==> src/rtl/rng_fetch_if.sv <==
`default_nettype none
// ============================================================================
// Module      : rng_fetch_if
// Description : Seed/generator/consumer bundle for the rng_fetch block.
// Revision    : 1.0 - initial release
// ============================================================================
interface rng_fetch_if;
    logic [127:0] seed_i;
    logic [127:0] poly_i;
    logic         reseed_i;
    logic         gen_load_o;
    logic [127:0] gen_seed_o;
    logic [127:0] gen_poly_o;
    logic [127:0] gen_entropy_i;
    logic         gen_valid_i;
    logic [31:0]  rand_data_o;
    logic         rand_valid_o;
    logic         rand_ready_i;
    logic         stuck_o;

    modport master (
        input  seed_i, poly_i, reseed_i, gen_entropy_i, gen_valid_i, rand_ready_i,
        output gen_load_o, gen_seed_o, gen_poly_o, rand_data_o, rand_valid_o, stuck_o
    );

    modport slave (
        output seed_i, poly_i, reseed_i, gen_entropy_i, gen_valid_i, rand_ready_i,
        input  gen_load_o, gen_seed_o, gen_poly_o, rand_data_o, rand_valid_o, stuck_o
    );
endinterface
`default_nettype wire

==> src/rtl/rng_fetch.sv <==
`default_nettype none
// ============================================================================
// Module      : rng_fetch
// Description : Seeds a generator, captures its state after a warm-up count,
//               health-checks it and drains it as four 32-bit words.
// Revision    : 1.0 - initial release
// ============================================================================
module rng_fetch #(
    parameter int REFRESH_CYCLES = 128
) (
    input  logic        clk,
    input  logic        rst_n,
    rng_fetch_if.master bus
);
    localparam logic [2:0] c_st_idle  = 3'd0;
    localparam logic [2:0] c_st_load  = 3'd1;
    localparam logic [2:0] c_st_warm  = 3'd2;
    localparam logic [2:0] c_st_drain = 3'd3;
    localparam logic [2:0] c_st_error = 3'd4;

    localparam logic [7:0] c_last_cnt = 8'(REFRESH_CYCLES - 1);

    logic [2:0]   r_state, w_state_nxt;
    logic [7:0]   r_cnt, w_cnt_nxt;
    logic [1:0]   r_idx, w_idx_nxt;
    logic [127:0] r_buf, w_buf_nxt;
    logic [127:0] r_prev, w_prev_nxt;
    logic         r_prev_vld, w_prev_vld_nxt;
    logic [127:0] r_seed, w_seed_nxt;
    logic         r_load, w_load_nxt;
    logic         r_valid, w_valid_nxt;
    logic         r_stuck, w_stuck_nxt;
    logic [31:0]  r_data, w_data_nxt;

    logic w_reseed;
    logic w_capture;
    logic w_health_bad;
    logic w_xfer;

    assign w_reseed     = bus.reseed_i && ((r_state == c_st_warm) ||
                                           (r_state == c_st_drain) ||
                                           (r_state == c_st_error));
    assign w_capture    = (r_state == c_st_warm) && bus.gen_valid_i && (r_cnt == c_last_cnt);
    assign w_health_bad = (bus.gen_entropy_i == '0) ||
                          (r_prev_vld && (bus.gen_entropy_i == r_prev));
    assign w_xfer       = (r_state == c_st_drain) && r_valid && bus.rand_ready_i;

    always_ff @(posedge clk or negedge rst_n) begin
        if (!rst_n) begin
            r_state <= c_st_idle;
        end else begin
            r_state <= w_state_nxt;
        end
    end

    // Reseed outranks both a capture and a transfer in the same cycle.
    always_comb begin
        w_state_nxt = r_state;
        case (r_state)
            c_st_idle:  w_state_nxt = c_st_load;
            c_st_load:  w_state_nxt = c_st_warm;
            c_st_warm: begin
                if (w_reseed) begin
                    w_state_nxt = c_st_load;
                end else if (w_capture) begin
                    w_state_nxt = w_health_bad ? c_st_error : c_st_drain;
                end
            end
            c_st_drain: begin
                if (w_reseed) begin
                    w_state_nxt = c_st_load;
                end else if (w_xfer && (r_idx == 2'd3)) begin
                    w_state_nxt = c_st_warm;
                end
            end
            c_st_error: begin
                if (w_reseed) begin
                    w_state_nxt = c_st_load;
                end
            end
            default:    w_state_nxt = c_st_idle;
        endcase
    end

    always_comb begin
        w_cnt_nxt      = r_cnt;
        w_idx_nxt      = r_idx;
        w_buf_nxt      = r_buf;
        w_prev_nxt     = r_prev;
        w_prev_vld_nxt = r_prev_vld;
        w_seed_nxt     = r_seed;

        if (w_state_nxt == c_st_load) begin
            w_cnt_nxt      = '0;
            w_idx_nxt      = '0;
            w_buf_nxt      = '0;
            w_prev_nxt     = '0;
            w_prev_vld_nxt = 1'b0;
            w_seed_nxt     = bus.seed_i;
        end else if ((r_state == c_st_warm) && bus.gen_valid_i) begin
            if (w_capture) begin
                w_buf_nxt = bus.gen_entropy_i;
                w_cnt_nxt = '0;
                w_idx_nxt = '0;
                if (!w_health_bad) begin
                    w_prev_nxt     = bus.gen_entropy_i;
                    w_prev_vld_nxt = 1'b1;
                end
            end else begin
                w_cnt_nxt = r_cnt + 8'd1;
            end
        end else if (w_xfer) begin
            // Two-bit index wraps back to word 0 after the last word.
            w_idx_nxt = r_idx + 2'd1;
            if (r_idx == 2'd3) begin
                w_cnt_nxt = '0;
            end
        end

        w_load_nxt  = (w_state_nxt == c_st_load);
        w_valid_nxt = (w_state_nxt == c_st_drain);
        w_stuck_nxt = (w_state_nxt == c_st_error);
        w_data_nxt  = w_valid_nxt ? w_buf_nxt[{w_idx_nxt, 5'd0} +: 32] : 32'd0;
    end

    always_ff @(posedge clk or negedge rst_n) begin
        if (!rst_n) begin
            r_cnt      <= '0;
            r_idx      <= '0;
            r_buf      <= '0;
            r_prev     <= '0;
            r_prev_vld <= 1'b0;
            r_seed     <= '0;
            r_load     <= 1'b0;
            r_valid    <= 1'b0;
            r_stuck    <= 1'b0;
            r_data     <= '0;
        end else begin
            r_cnt      <= w_cnt_nxt;
            r_idx      <= w_idx_nxt;
            r_buf      <= w_buf_nxt;
            r_prev     <= w_prev_nxt;
            r_prev_vld <= w_prev_vld_nxt;
            r_seed     <= w_seed_nxt;
            r_load     <= w_load_nxt;
            r_valid    <= w_valid_nxt;
            r_stuck    <= w_stuck_nxt;
            r_data     <= w_data_nxt;
        end
    end

    assign bus.gen_load_o   = r_load;
    assign bus.gen_seed_o   = r_seed;
    assign bus.gen_poly_o   = bus.poly_i;
    assign bus.rand_data_o  = r_data;
    assign bus.rand_valid_o = r_valid;
    assign bus.stuck_o      = r_stuck;
endmodule
`default_nettype wire

==> src/flat_wrapper.sv <==
// flat-port wrapper written by rule: the top's interface ports become plain ports
module rng_fetch_flat 
#(
    parameter int REFRESH_CYCLES = 128
)
  (clk, rst_n, bus_seed_i, bus_poly_i, bus_reseed_i, bus_gen_entropy_i, bus_gen_valid_i, bus_rand_ready_i, bus_gen_load_o, bus_gen_seed_o, bus_gen_poly_o, bus_rand_data_o, bus_rand_valid_o, bus_stuck_o);
  rng_fetch_if bus_i ();
  input  logic clk;
  input  logic rst_n;
  input wire logic [$bits(bus_i.seed_i)-1:0] bus_seed_i;
  input wire logic [$bits(bus_i.poly_i)-1:0] bus_poly_i;
  input wire logic [$bits(bus_i.reseed_i)-1:0] bus_reseed_i;
  input wire logic [$bits(bus_i.gen_entropy_i)-1:0] bus_gen_entropy_i;
  input wire logic [$bits(bus_i.gen_valid_i)-1:0] bus_gen_valid_i;
  input wire logic [$bits(bus_i.rand_ready_i)-1:0] bus_rand_ready_i;
  output wire logic [$bits(bus_i.gen_load_o)-1:0] bus_gen_load_o;
  output wire logic [$bits(bus_i.gen_seed_o)-1:0] bus_gen_seed_o;
  output wire logic [$bits(bus_i.gen_poly_o)-1:0] bus_gen_poly_o;
  output wire logic [$bits(bus_i.rand_data_o)-1:0] bus_rand_data_o;
  output wire logic [$bits(bus_i.rand_valid_o)-1:0] bus_rand_valid_o;
  output wire logic [$bits(bus_i.stuck_o)-1:0] bus_stuck_o;
  assign bus_i.seed_i = bus_seed_i;
  assign bus_i.poly_i = bus_poly_i;
  assign bus_i.reseed_i = bus_reseed_i;
  assign bus_i.gen_entropy_i = bus_gen_entropy_i;
  assign bus_i.gen_valid_i = bus_gen_valid_i;
  assign bus_i.rand_ready_i = bus_rand_ready_i;
  assign bus_gen_load_o = bus_i.gen_load_o;
  assign bus_gen_seed_o = bus_i.gen_seed_o;
  assign bus_gen_poly_o = bus_i.gen_poly_o;
  assign bus_rand_data_o = bus_i.rand_data_o;
  assign bus_rand_valid_o = bus_i.rand_valid_o;
  assign bus_stuck_o = bus_i.stuck_o;
  rng_fetch #(.REFRESH_CYCLES(REFRESH_CYCLES)) u_core (.clk(clk), .rst_n(rst_n), .bus(bus_i));
endmodule
==> config.mk <==
export PLATFORM = sky130hd
export DESIGN_NAME = rng_fetch_flat
export DESIGN_NICKNAME = d
export VERILOG_FILES = /design/src/rtl/rng_fetch_if.sv /design/src/rtl/rng_fetch.sv /design/src/flat_wrapper.sv
export SDC_FILE = /design/constraint.sdc
export NUM_CORES = 1
export LEC_CHECK = 0
export ABC_AREA = 1
export BUFFER_PORTS_ARGS = -buffer_cell sky130_fd_sc_hd__buf_2
export CAP_MARGIN = 40
export CORE_AREA = 3 3 266 268
export DETAILED_ROUTE_END_ITERATION = 16
export DIE_AREA = 0 0 269 271
export GPL_TIMING_DRIVEN = 0
export PLACE_DENSITY = 0.64
export SYNTH_ARGS = -nofsm -noshare
export SYNTH_HDL_FRONTEND = slang
export SYNTH_SLANG_ARGS = --single-unit
==> constraint.sdc <==
create_clock -name clk -period 3.24 [get_ports clk]
set_input_delay 0.162 -clock clk [delete_from_list [all_inputs] [get_ports clk]]
set_output_delay 0.162 -clock clk [all_outputs]
set_load 0.1 [all_outputs]
After elaboration in Yosys (flattened, before gate mapping):

Index checks and enable logic that the tools add are counted.

* output and inout port bits: 291
* bits in registers: 433
* input port bits: 389

* equal/unequal tests: 11
* add/subtract/negate cells: 2
* reduce and logical (&&, ||, !) cells: 18
* muxes and demuxes: 28
* shifts and indexed selects: 1

Operator list (count)
* two-way mux 128 bit: 7
* == test 128 bit: 1
* zero test 128 bit: 1
* indexed part select 128 x 8 -> 32 bit: 1
* two-way mux 8 bit: 5
* two-way mux 32 bit: 1
* two-way mux 3 bit: 6
* one-hot mux 3 bit (5 select lines): 1
* == test 3 x 2 -> 1 bit (second input constant): 3
* adder 8 x 1 -> 8 bit (second input constant): 1
* == test 8 x 7 -> 1 bit (second input constant): 1
* two-way mux 2 bit: 4
* logical AND 1 bit: 7
* == test 3 x 1 -> 1 bit (second input constant): 2
* == test 3 bit (second input constant): 2
* nonzero test 3 bit: 2
* two-way mux 1 bit: 4
* nonzero test 2 bit: 2
* zero test 3 bit: 1
* logical OR 1 bit: 3
* AND reduction 3 bit: 1
* adder 2 x 1 -> 2 bit (second input constant): 1
* == test 2 bit (second input constant): 1
* != test 2 x 1 -> 1 bit (second input constant): 1
* AND reduction 2 bit: 1

Depth between registers and ports, before layout:

Gate-level depths: netlist of the first run.

* depth after elaboration: 11
* gate-level depth with buffers: 24

Worst setup path before layout of the first run:

No wires, ideal clock.

* kind: register to register
* start point: register u_core.r_valid (netlist: u_core.bus.rand_valid_o)
* end point: register u_core.r_seed[100] (netlist: u_core.bus.gen_seed_o[100])
* path buffers: 4
* arrival: 2.410 ns
* library setup time: 0.068 ns
* cell stages (with the launch flop): 13
* period minus slack after synthesis: 2.478 ns
* slack: 0.762 ns
* cells stage by stage: dfrtp_1 > nand3_1 > inv_1 > nand3_1 > a22oi_1 > nand2_2 > nand2_2 > buf_6 > buf_6 > buf_6 > buf_6 > nand2_1 > nand2_1

* word-level cells in the longest chain between the ends: 7

RTL lines
* start, declared: RTL line rng_fetch.sv:31 `logic r_valid, w_valid_nxt;`
* start signal, assigned: RTL line rng_fetch.sv:146 `r_valid <= w_valid_nxt;`
* logical AND 1 bit (2 in series): RTL line rng_fetch.sv:46 `assign w_xfer = (r_state == c_st_drain) && r_valid && bus.rand_ready_i;`
* logical AND 1 bit: RTL line rng_fetch.sv:72 `end else if (w_xfer && (r_idx == 2'd3)) begin`
* two-way mux 3 bit: RTL line rng_fetch.sv:72
* two-way mux 3 bit: RTL line rng_fetch.sv:70 `if (w_reseed) begin`
* one-hot mux 3 bit (5 select lines): RTL line rng_fetch.sv:59 `case (r_state)`
* net u_core.w_state_nxt[0]: RTL line rng_fetch.sv:23 `logic [2:0] r_state, w_state_nxt;`
* == test 3 x 1 -> 1 bit: RTL line rng_fetch.sv:93 `if (w_state_nxt == c_st_load) begin`
* end signal, assigned: RTL line rng_fetch.sv:144 `r_seed <= w_seed_nxt;`
* end, declared: RTL line rng_fetch.sv:29 `logic [127:0] r_seed, w_seed_nxt;`

The timed path passes the listed nets, and every way through them passes these cells.
A chain may end at the register's enable or synchronous reset.

Worst setup path after layout of the first run:

* start point: register u_core.r_cnt[0]
* end point: register u_core.r_data[27] (netlist: u_core.bus.rand_data_o[27])

* word-level cells in the longest chain between the ends: 9
* elaborated cells between the ends (all ways): 15
* classes of those cells: 3 x eq/ne; 1 x shift; 10 x mux; 1 x reduce/logical

RTL lines
* start, declared: RTL line rng_fetch.sv:24 `logic [7:0] r_cnt, w_cnt_nxt;`
* start signal, assigned: RTL line rng_fetch.sv:139 `r_cnt <= w_cnt_nxt;`
* == test 8 x 7 -> 1 bit *: RTL line rng_fetch.sv:43 `assign w_capture = (r_state == c_st_warm) && bus.gen_valid_i && (r_cnt == c_last_cnt);`
* logical AND 1 bit *: RTL line rng_fetch.sv:43
* two-way mux 3 bit: RTL line rng_fetch.sv:65 `end else if (w_capture) begin`
* two-way mux 3 bit: RTL line rng_fetch.sv:63 `if (w_reseed) begin`
* one-hot mux 3 bit (5 select lines): RTL line rng_fetch.sv:59
* == test 3 x 1 -> 1 bit: RTL line rng_fetch.sv:93
* two-way mux 128 bit or two-way mux 2 bit (tied branches): RTL line rng_fetch.sv:93
* indexed part select 128 x 8 -> 32 bit: RTL line rng_fetch.sv:123 `w_data_nxt = w_valid_nxt ? w_buf_nxt[{w_idx_nxt, 5'd0} +: 32] : 32'd0;`
* two-way mux 32 bit *: RTL line rng_fetch.sv:123
* net u_core.w_data_nxt[27]: RTL line rng_fetch.sv:33 `logic [31:0] r_data, w_data_nxt;`
* end signal, assigned: RTL line rng_fetch.sv:148 `r_data <= w_data_nxt;`
* end, declared: RTL line rng_fetch.sv:33

The timed path passes the listed nets; every way through them passes the cells marked *.

==> results of run 1 <==
## sequential cells by signal, summed over array words and instances (netlist names)
| register | cells |
|---|---|
| u_core.r_idx | 2 |
| u_core.r_cnt | 8 |
| u_core.bus.rand_data_o | 32 |
| u_core.bus.stuck_o | 1 |
| u_core.bus.gen_load_o | 1 |
| u_core.bus.gen_seed_o | 128 |
| u_core.r_prev_vld | 1 |
| u_core.r_state | 3 |
| u_core.bus.rand_valid_o | 1 |
| u_core.r_prev | 128 |
| u_core.r_buf | 128 |
## per-stage QoR
step,setup WS [ns],power [uW],utilization [%]
after floorplan,0.762,17100,-
after global placement,-7.27,20500,36.9
after detailed placement,-0.295,20500,37.1
after CTS,-0.00629,26800,43.4
after global routing,-0.00642,28000,43.7
final,0.151,26900,43.8
## repair_timing
item                                    4_1_cts  5_1_grt
gates resized for setup                      31       96
buffers inserted                              0        1
hold buffers                                257        0
endpoints found under the hold margin       356        0
pin swaps                                     0        2
endpoints found under the setup margin      249      382
## worst min-delay path by stage
stage | endpoint | cells past startpoint
after CTS | u_core.r_prev[89] | 3
final | u_core.r_prev[89] | 3
after detailed placement | u_core.r_prev[25] | 1
after global placement | u_core.bus.gen_seed_o[105] | 3
after global routing | u_core.r_prev[89] | 3
after floorplan | u_core.bus.gen_load_o | 0
## final cells by class
type / instances / share of cell area (%)
Multi-Input combinational cell: 1686 / 25.6
Clock inverter: 17 / 0.600
Clock buffer: 79 / 5.14
Buffer: 257 / 5.89
Sequential cell: 433 / 36.1
Antenna cell: 11 / 0.0917
Inverter: 353 / 4.44
Timing Repair Buffer: 814 / 18.2
Tap cell: 931 / 3.88
## cell usage in the layout, fill, tap and decap left out, types with 4 or more instances in the layout
cell type,n
o21a_1,11
clkbuf_4,10
dlygate4sd3_1,257
a21oi_1,25
nand2_4,4
inv_1,315
clkbuf_1,24
buf_4,135
buf_2,587
xor2_1,7
dfrtp_1,433
clkbuf_8,14
o21ai_1,29
buf_16,4
nand2_1,847
a21oi_4,5
diode_2,11
nor2_2,15
o21ai_0,197
inv_2,35
nand3_1,134
clkbuf_16,52
a21oi_2,10
xnor2_1,47
clkinv_2,7
or2_2,8
buf_6,20
o22ai_1,79
nor2_1,211
clkinvlp_4,5
nand4_1,39
clkbuf_2,40
buf_1,4
## layer usage
metal / share of wire (%) / routed length, um / GRT usage [%] / vias to the layer above
li1: - / - / - / 10100
met1: 43 / 37000 / 31.6 / 10100
met2: 46 / 39300 / 36.4 / 973
met3: 8.0 / 6830 / 4.04 / 169
met4: 3.0 / 2550 / 7.09 / 8
met5: 0.058 / 50 / 0 / -
## cells by family (layout without fill, tap and decap cells)
group                    after synthesis  after routing  share of synthesized area (%)
AND/OR/NAND/NOR                     1270           1270                           23.9
flip-flops                           433            433                           50.7
adder cells (fa/ha/maj)                2              2                          0.117
XOR/XNOR                              54             54                           2.21
AO/OA/AOI/OAI                        359            359                           9.02
buffers and inverters                610           1520                           14.0
multiplexers                           1              1                         0.0468
other                                  0             11                              0
## worst max-delay path: cells and delay by family, from the launching register on
kind / cells / cell delay [ns]
flip-flops: 1 / 0.40
AND/OR/NAND/NOR: 11 / 1.30
adder cells (fa/ha/maj): 1 / 0.23
buffers and inverters: 4 / 1.01
## power groups by stage
stage               Sequential (uW)  Combinational [uW]  Clock [uW]
global placement               6810               13600           0
finish                         6760               14200        5930
global route                   6850               14900        6260
floorplan                     12600                4530           0
CTS                            6740               14000        6070
detailed placement             6800               13700           0
==> metrics.yaml, run 1 <==
core_um2: 68600
finClkSkew_ns: 0.0339
antenna_found_initial: 14
finalCritPeriodShare_pct: 95.3
grt_start_max_net_pins: 107
yosysWarnings: 0
rows: 96
nFillCells: 6858
tns_ns: 0
dieHeight_um: 271
grt_pass1_vias: 20800
p_int_uw: 12400
swShare_pct: 53.9
multi_input_area_um2: 7700
yosysTopAreaCell: "dfrtp_1"
clock_latency_ns: 0.63
numCtsBuffers: 52
die_x_um: 269
worst_pin_slew_ns: 0.656
instances_no_fill: 4581
slew_headroom_pct: 56.3
fmax_mhz: 324
min_path_type: "primary input to flop"
drt_iter0_drc: 1889
portBuffers: 551
layout-drive-gt1-share_pct: 26.6
grt_pass1_wl_um: 127000
synthArstFlopShare_pct: 100
htreeDepth: 2
max_stage_delay_ns: 0.46
die_area_um2: 72900
layout_min_cycle_time_ns: 3.09
max-vdd-ir-drop_mv: 0.831
synth.top_cell.area_share_pct: 50.7
synth_area_per_cell_um2: 7.84
finalHoldViolations: 0
ant_nets: 0
seq_area_um2: 10800
crit_fanout: 10
status: "finished, final reports clean"
vias: 21400
via_per_inst: 4.67
switchingPower_uw: 14500
slew_violations: 0
timing_worst_setup_path_type: "flop to flop"
wirelength_um: 85800
power_density_nw_per_um2: 897
crit_start: "u_core.r_cnt[0]"
grt_use_total_pct: 22.9
dp_hpwl_um: 64400
synth_edf_count: 0
cp-endpoint: "u_core.bus.rand_data_o[27]"
power.leakage_uw: 0.0155
ys_seq_area_share_pct: 50.7
clk_pin_slew_ns: 0.06
pwr-share-seq_pct: 25.1
ys_ff_latch: 433
critPathCaptureType: "flop"
place_congestion: 0.962
synth_commonest_cells: "nand2_1, dfrtp_1, inv_1"
worstPathArrival_ns: 3.60
cts_tree: "done"
final_cell_area_um2: 30000
worstHoldStart: "bus_gen_entropy_i[89]"
reg2regPathDepth: 16
maxCapViolations: 0
regToRegStartpoint: "u_core.r_cnt[0]"
start_kind: "flop"
syn_area_um2: 21400
dp_cells: 4216
place_area_um2: 25400
yosys-top-cells-area: "dfrtp_1, nand2_1, inv_1, o21ai_0, buf_4"
globalRouteOverflowTotal: 0
clockPowerShare_pct: 22.0
r2r_slack_ns: 0.15
ys_types: 32
rr_endpoint: "u_core.bus.rand_data_o[27]"
synth.most_common_cell: "nand2_1"
timing.hold.ws_ns: 0.0477
cts-root-buf: "clkbuf_16"
syn_inst: 2729
firstDrtPassIters: 7
setup_viol: 0
areaGrowthSynthToFinish_pct: 40.4
crit_path_top_delay_cell: "clkbuf_1"
power_frac_comb_pct: 52.9
drc_errors: 0
cp.required_ns: 3.75
pin_count: 680
cts_buffer_depth: 3
clock-sinks: 433
start_util_pct: 31.2
nets: 3988
wl_per_cell_um: 18.7
path_cells: "ha_1, nand3_1, nor2_1, nand2_1, nor2_1, inv_1, nor2_2, nand2_1, clkbuf_4, clkinvlp_4, nor2_4, clkbuf_1, nand3_1, nand2_1, nor2_1, nor2_4"
syn-num-nets: 3120
synth_ff_type: "dfrtp_1"
Note: power is estimated with default switching activity, not from simulation.
==> run 2: changes to the inputs <==
ABC_AREA = unset   (was 1)
CORE_AREA = 3 3 261 263   (was 3 3 266 268)
DIE_AREA = 0 0 264 266   (was 0 0 269 271)
PLACE_DENSITY = 0.66   (was 0.64)
==> run 2 against run 1 <==
Against the previous run: register-to-register slack worse by 0.25 ns; critical path type is now primary input to flop; combinational power grew 6%; largest cell class unchanged; core utilization increased by 3.5 points; power grew 3.0%; the flow now finishes with violations (setup timing).
==> metrics.yaml, run 2 <==
critPathCaptureType: "flop"
slew_headroom_pct: 39.5  # -17 points
max_stage_delay_ns: 0.63  # +0.17 ns
start_kind: "primary input"
violations: "setup timing"
yosysTopAreaCell: "dfrtp_1"
globalRouteOverflowTotal: 0  # unchanged
synth_compound_area_share_pct: 8.11  # -0.90 points
p_int_uw: 13900  # +12%
ys_ff_latch: 433  # unchanged
status: "complete, but fails checks"
layout-drive-gt1-share_pct: 35.4  # +8.8 points
max-vdd-ir-drop_mv: 0.681  # -18%
cts_tree: "done"
synth_area_per_cell_um2: 10.3  # +31%
synth-simple-area-share_pct: 15.8  # -8.1 points
clock-sinks: 433  # unchanged
timing_worst_setup_path_type: "primary input to flop"
worstPathArrival_ns: 3.79  # +0.19 ns
nFillCells: 6174  # -10%
firstDrtPassIters: 5  # -2
place_area_um2: 25800  # +1.2%
synth_ff_type: "dfrtp_1"
core_um2: 65900  # -4.0%
die_area_um2: 70200  # -3.7%
power.leakage_uw: 0.0158  # +1.9%
mostFrequentLayoutCell: "buf_2"
pin_count: 680  # unchanged
vias: 20200  # -5.6%
layout_min_cycle_time_ns: 3.33  # +0.245 ns
maxCapViolations: 0  # unchanged
wl_per_cell_um: 26.0  # +39%
place_congestion: 1.01  # +4.8%
via_per_inst: 5.18  # +11%
slew_violations: 0  # unchanged
antenna_found_initial: 18  # +4
finClkSkew_ns: 0.0418  # +0.00788 ns
final_cell_area_um2: 31100  # +3.7%
pwr-share-seq_pct: 24.9  # -0.2 points
tns_ns: -9.65  # -9.65 ns
grt_pass1_wl_um: 141000  # +11%
clock_latency_ns: 0.61  # -0.02 ns
drc_errors: 0  # unchanged
die_x_um: 264  # -1.9%
min_path_type: "primary input to asynchronous set/reset pin"
finalCritPeriodShare_pct: 103  # +7.6 points
setup_viol: 271  # +271
rows: 94  # -2.1%
switchingPower_uw: 13800  # -4.7%
syn_area_um2: 21800  # +1.8%
crit_path_top_delay_cell: "nor4_2"
drt_iter0_drc: 1932  # +2.3%
synthAdderAreaFrac_pct: 0.115  # -0.0021 points
syn_inst: 2115  # -22%
numCtsBuffers: 49  # -5.8%
cts-root-buf: "clkbuf_16"
cts_buffer_depth: 3  # unchanged
synth.most_common_cell: "dfrtp_1"
multi_input_area_um2: 9590  # +25%
dp_hpwl_um: 77500  # +20%
yosysWarnings: 0  # unchanged
synthArstFlopShare_pct: 100  # unchanged
fmax_mhz: 300  # -7.4%
grt_pass1_vias: 20000  # -4.2%
start_util_pct: 33.1  # +1.9 points
nets: 3389  # -15%
clk_pin_slew_ns: 0.06  # about the same
mostFrequentLayoutCells: "buf_2, dfrtp_1, nand2_1"
rsz0062_at_grt: "yes"
grt_use_total_pct: 27.4  # +4.6 points
dieHeight_um: 266  # -1.8%
crit_fanout: 6  # -4
synth_edf_count: 0  # unchanged
synth_top_family_by_area: "simple AND/OR/NAND/NOR gates"
synth_xor_xnor_area_share_pct: 2.53  # +0.32 points
ys_types: 52  # +63%
wirelength_um: 102000  # +19%
syn-num-nets: 2506  # -20%
grt_start_max_net_pins: 113  # +5.6%
htreeDepth: 2  # unchanged
ant_nets: 0  # unchanged
finalHoldViolations: 0  # unchanged
ys_seq_area_share_pct: 49.8  # -0.91 points
swShare_pct: 49.9  # -4.0 points
power_frac_comb_pct: 54.4  # +1.5 points
worst_pin_slew_ns: 0.905  # +0.249 ns
synth.top_cell.area_share_pct: 49.8  # -0.91 points
clockPowerShare_pct: 20.6  # -1.4 points
synth_commonest_cells: "dfrtp_1, nand2_1, nor2_1"
cp.required_ns: 3.70  # -0.05 ns
path_cells: "dlygate4sd3_1, buf_2, nor4_1, nand4_1, nor4_2, nand2_1, a31oi_4, nor2_4, buf_12, clkbuf_16, buf_12, mux2_4"
power_density_nw_per_um2: 891  # -0.73%
seq_area_um2: 10800  # unchanged
finalWorstSetupSlack_ns: -0.0940  # -0.245 ns
yosys-top-cells-area: "dfrtp_1, mux2_4, nand2_1, mux2i_1, buf_4"
portBuffers: 551  # unchanged
areaGrowthSynthToFinish_pct: 43.0
synth_mux_area_share_pct: 15.4  # +15 points
crit_top_cell: "buf_12"
-- run 2: cell count changes in the layout (fill, tap and decap cells not counted), sizes merged, moves of 122 or more --
cell | previous run | this run
inv | 353 | 34
a21oi | 40 | 162
mux2i | 1 | 138
mux2 | 0 | 138
nand2 | 853 | 385
o21ai | 227 | 41
-- run 2: path summary, 6_finish.rpt --
path,end,cells after the start,from,slack [ns]
worst max-delay path,u_core.bus.gen_seed_o[126],12,bus_gen_entropy_i[52],-0.09
worst min-delay path,u_core.r_prev[97],2,rst_n,0.09
worst max register to register,u_core.bus.rand_data_o[16],10,u_core.r_state[2],-0.09
worst min register to register,u_core.bus.gen_seed_o[0],1,u_core.bus.gen_seed_o[0],0.50
max in group asynchronous,u_core.bus.gen_seed_o[118],4,rst_n,1.77
min in group clk,u_core.r_cnt[5],4,bus_gen_valid_i,0.10
-- run 2: repair_timing --
item	in CTS	in global routing
hold buffers	258	0
endpoints found under the hold margin	447	0
pin swaps	15	16
gates resized for setup	131	130
endpoints found under the setup margin	427	420
gates cloned	2	6
setup buffers	8	1
-- run 2: logic make-up (layout without fill, tap and decap cells) --
kind of cell,Yosys count,after routing
and+or+nand+nor,766,766
DFF,433,433
AOI/OAI and AO/OA,291,291
buffers and inverters,284,1203
muxes,276,276
xor gates and xnor gates,63,63
adders and majority gates,2,2
other,0,6
-- run 2: power by group through the flow --
stage | logic (uW) | registers (uW) | clock network (uW)
2_1_floorplan | 4520 | 12900 | 0
3_3_place_gp | 13500 | 6950 | 0
3_5_place_dp | 13500 | 7000 | 0
4_1_cts | 14400 | 6910 | 5780
5_1_grt | 15500 | 7020 | 5970
6_report | 15100 | 6920 | 5720
-- run 2: final cells by class --
cell class / count / area share [%]
inverter: 33 / 0.398
clock buffer: 69 / 4.54
tap: 864 / 3.47
buffer: 250 / 6.82
sequential: 433 / 34.8
multi-input combinational: 1398 / 30.8
antenna: 6 / 0.0482
timing repair buffer: 833 / 18.5
clock inverter: 18 / 0.635
-- run 2: metal layers --
metal  track usage [%]  routed length [um]  vias to the layer above  share of wire (%)
met5                 0                  17                        -              0.017
met4              13.3                6170                        2                6.1
met3              5.76                9150                      273                9.0
met2              44.6               47200                     1203                 46
met1              34.9               39200                     9871                 39
li1                  -                   -                     8855                  -
-- run 2: critical path, delay by kind of cell --
kind / cells / cell delay, ns
mux: 1 / 0.30
simple gates: 5 / 1.84
compound gates: 1 / 0.27
buf+inv: 5 / 1.20
-- run 2: stage by stage --
| step | total power [uW] | utilization, % | std cells | worst slack [ns] | hold WS [ns] |
|---|---|---|---|---|---|
| after floorplan | 17500 | - | 2115 | 0.310 | -0.134 |
| after global placement | 20400 | 38.9 | 3530 | -7.16 | 0.385 |
| after detailed placement | 20500 | 39.1 | 3538 | -0.653 | 0.157 |
| after CTS | 27100 | 46.4 | 3892 | -0.0204 | 0.0597 |
| after global routing | 28500 | 47.3 | 3900 | -0.146 | 0.147 |
| final | 27700 | 47.3 | 3904 | -0.0940 | 0.0921 |
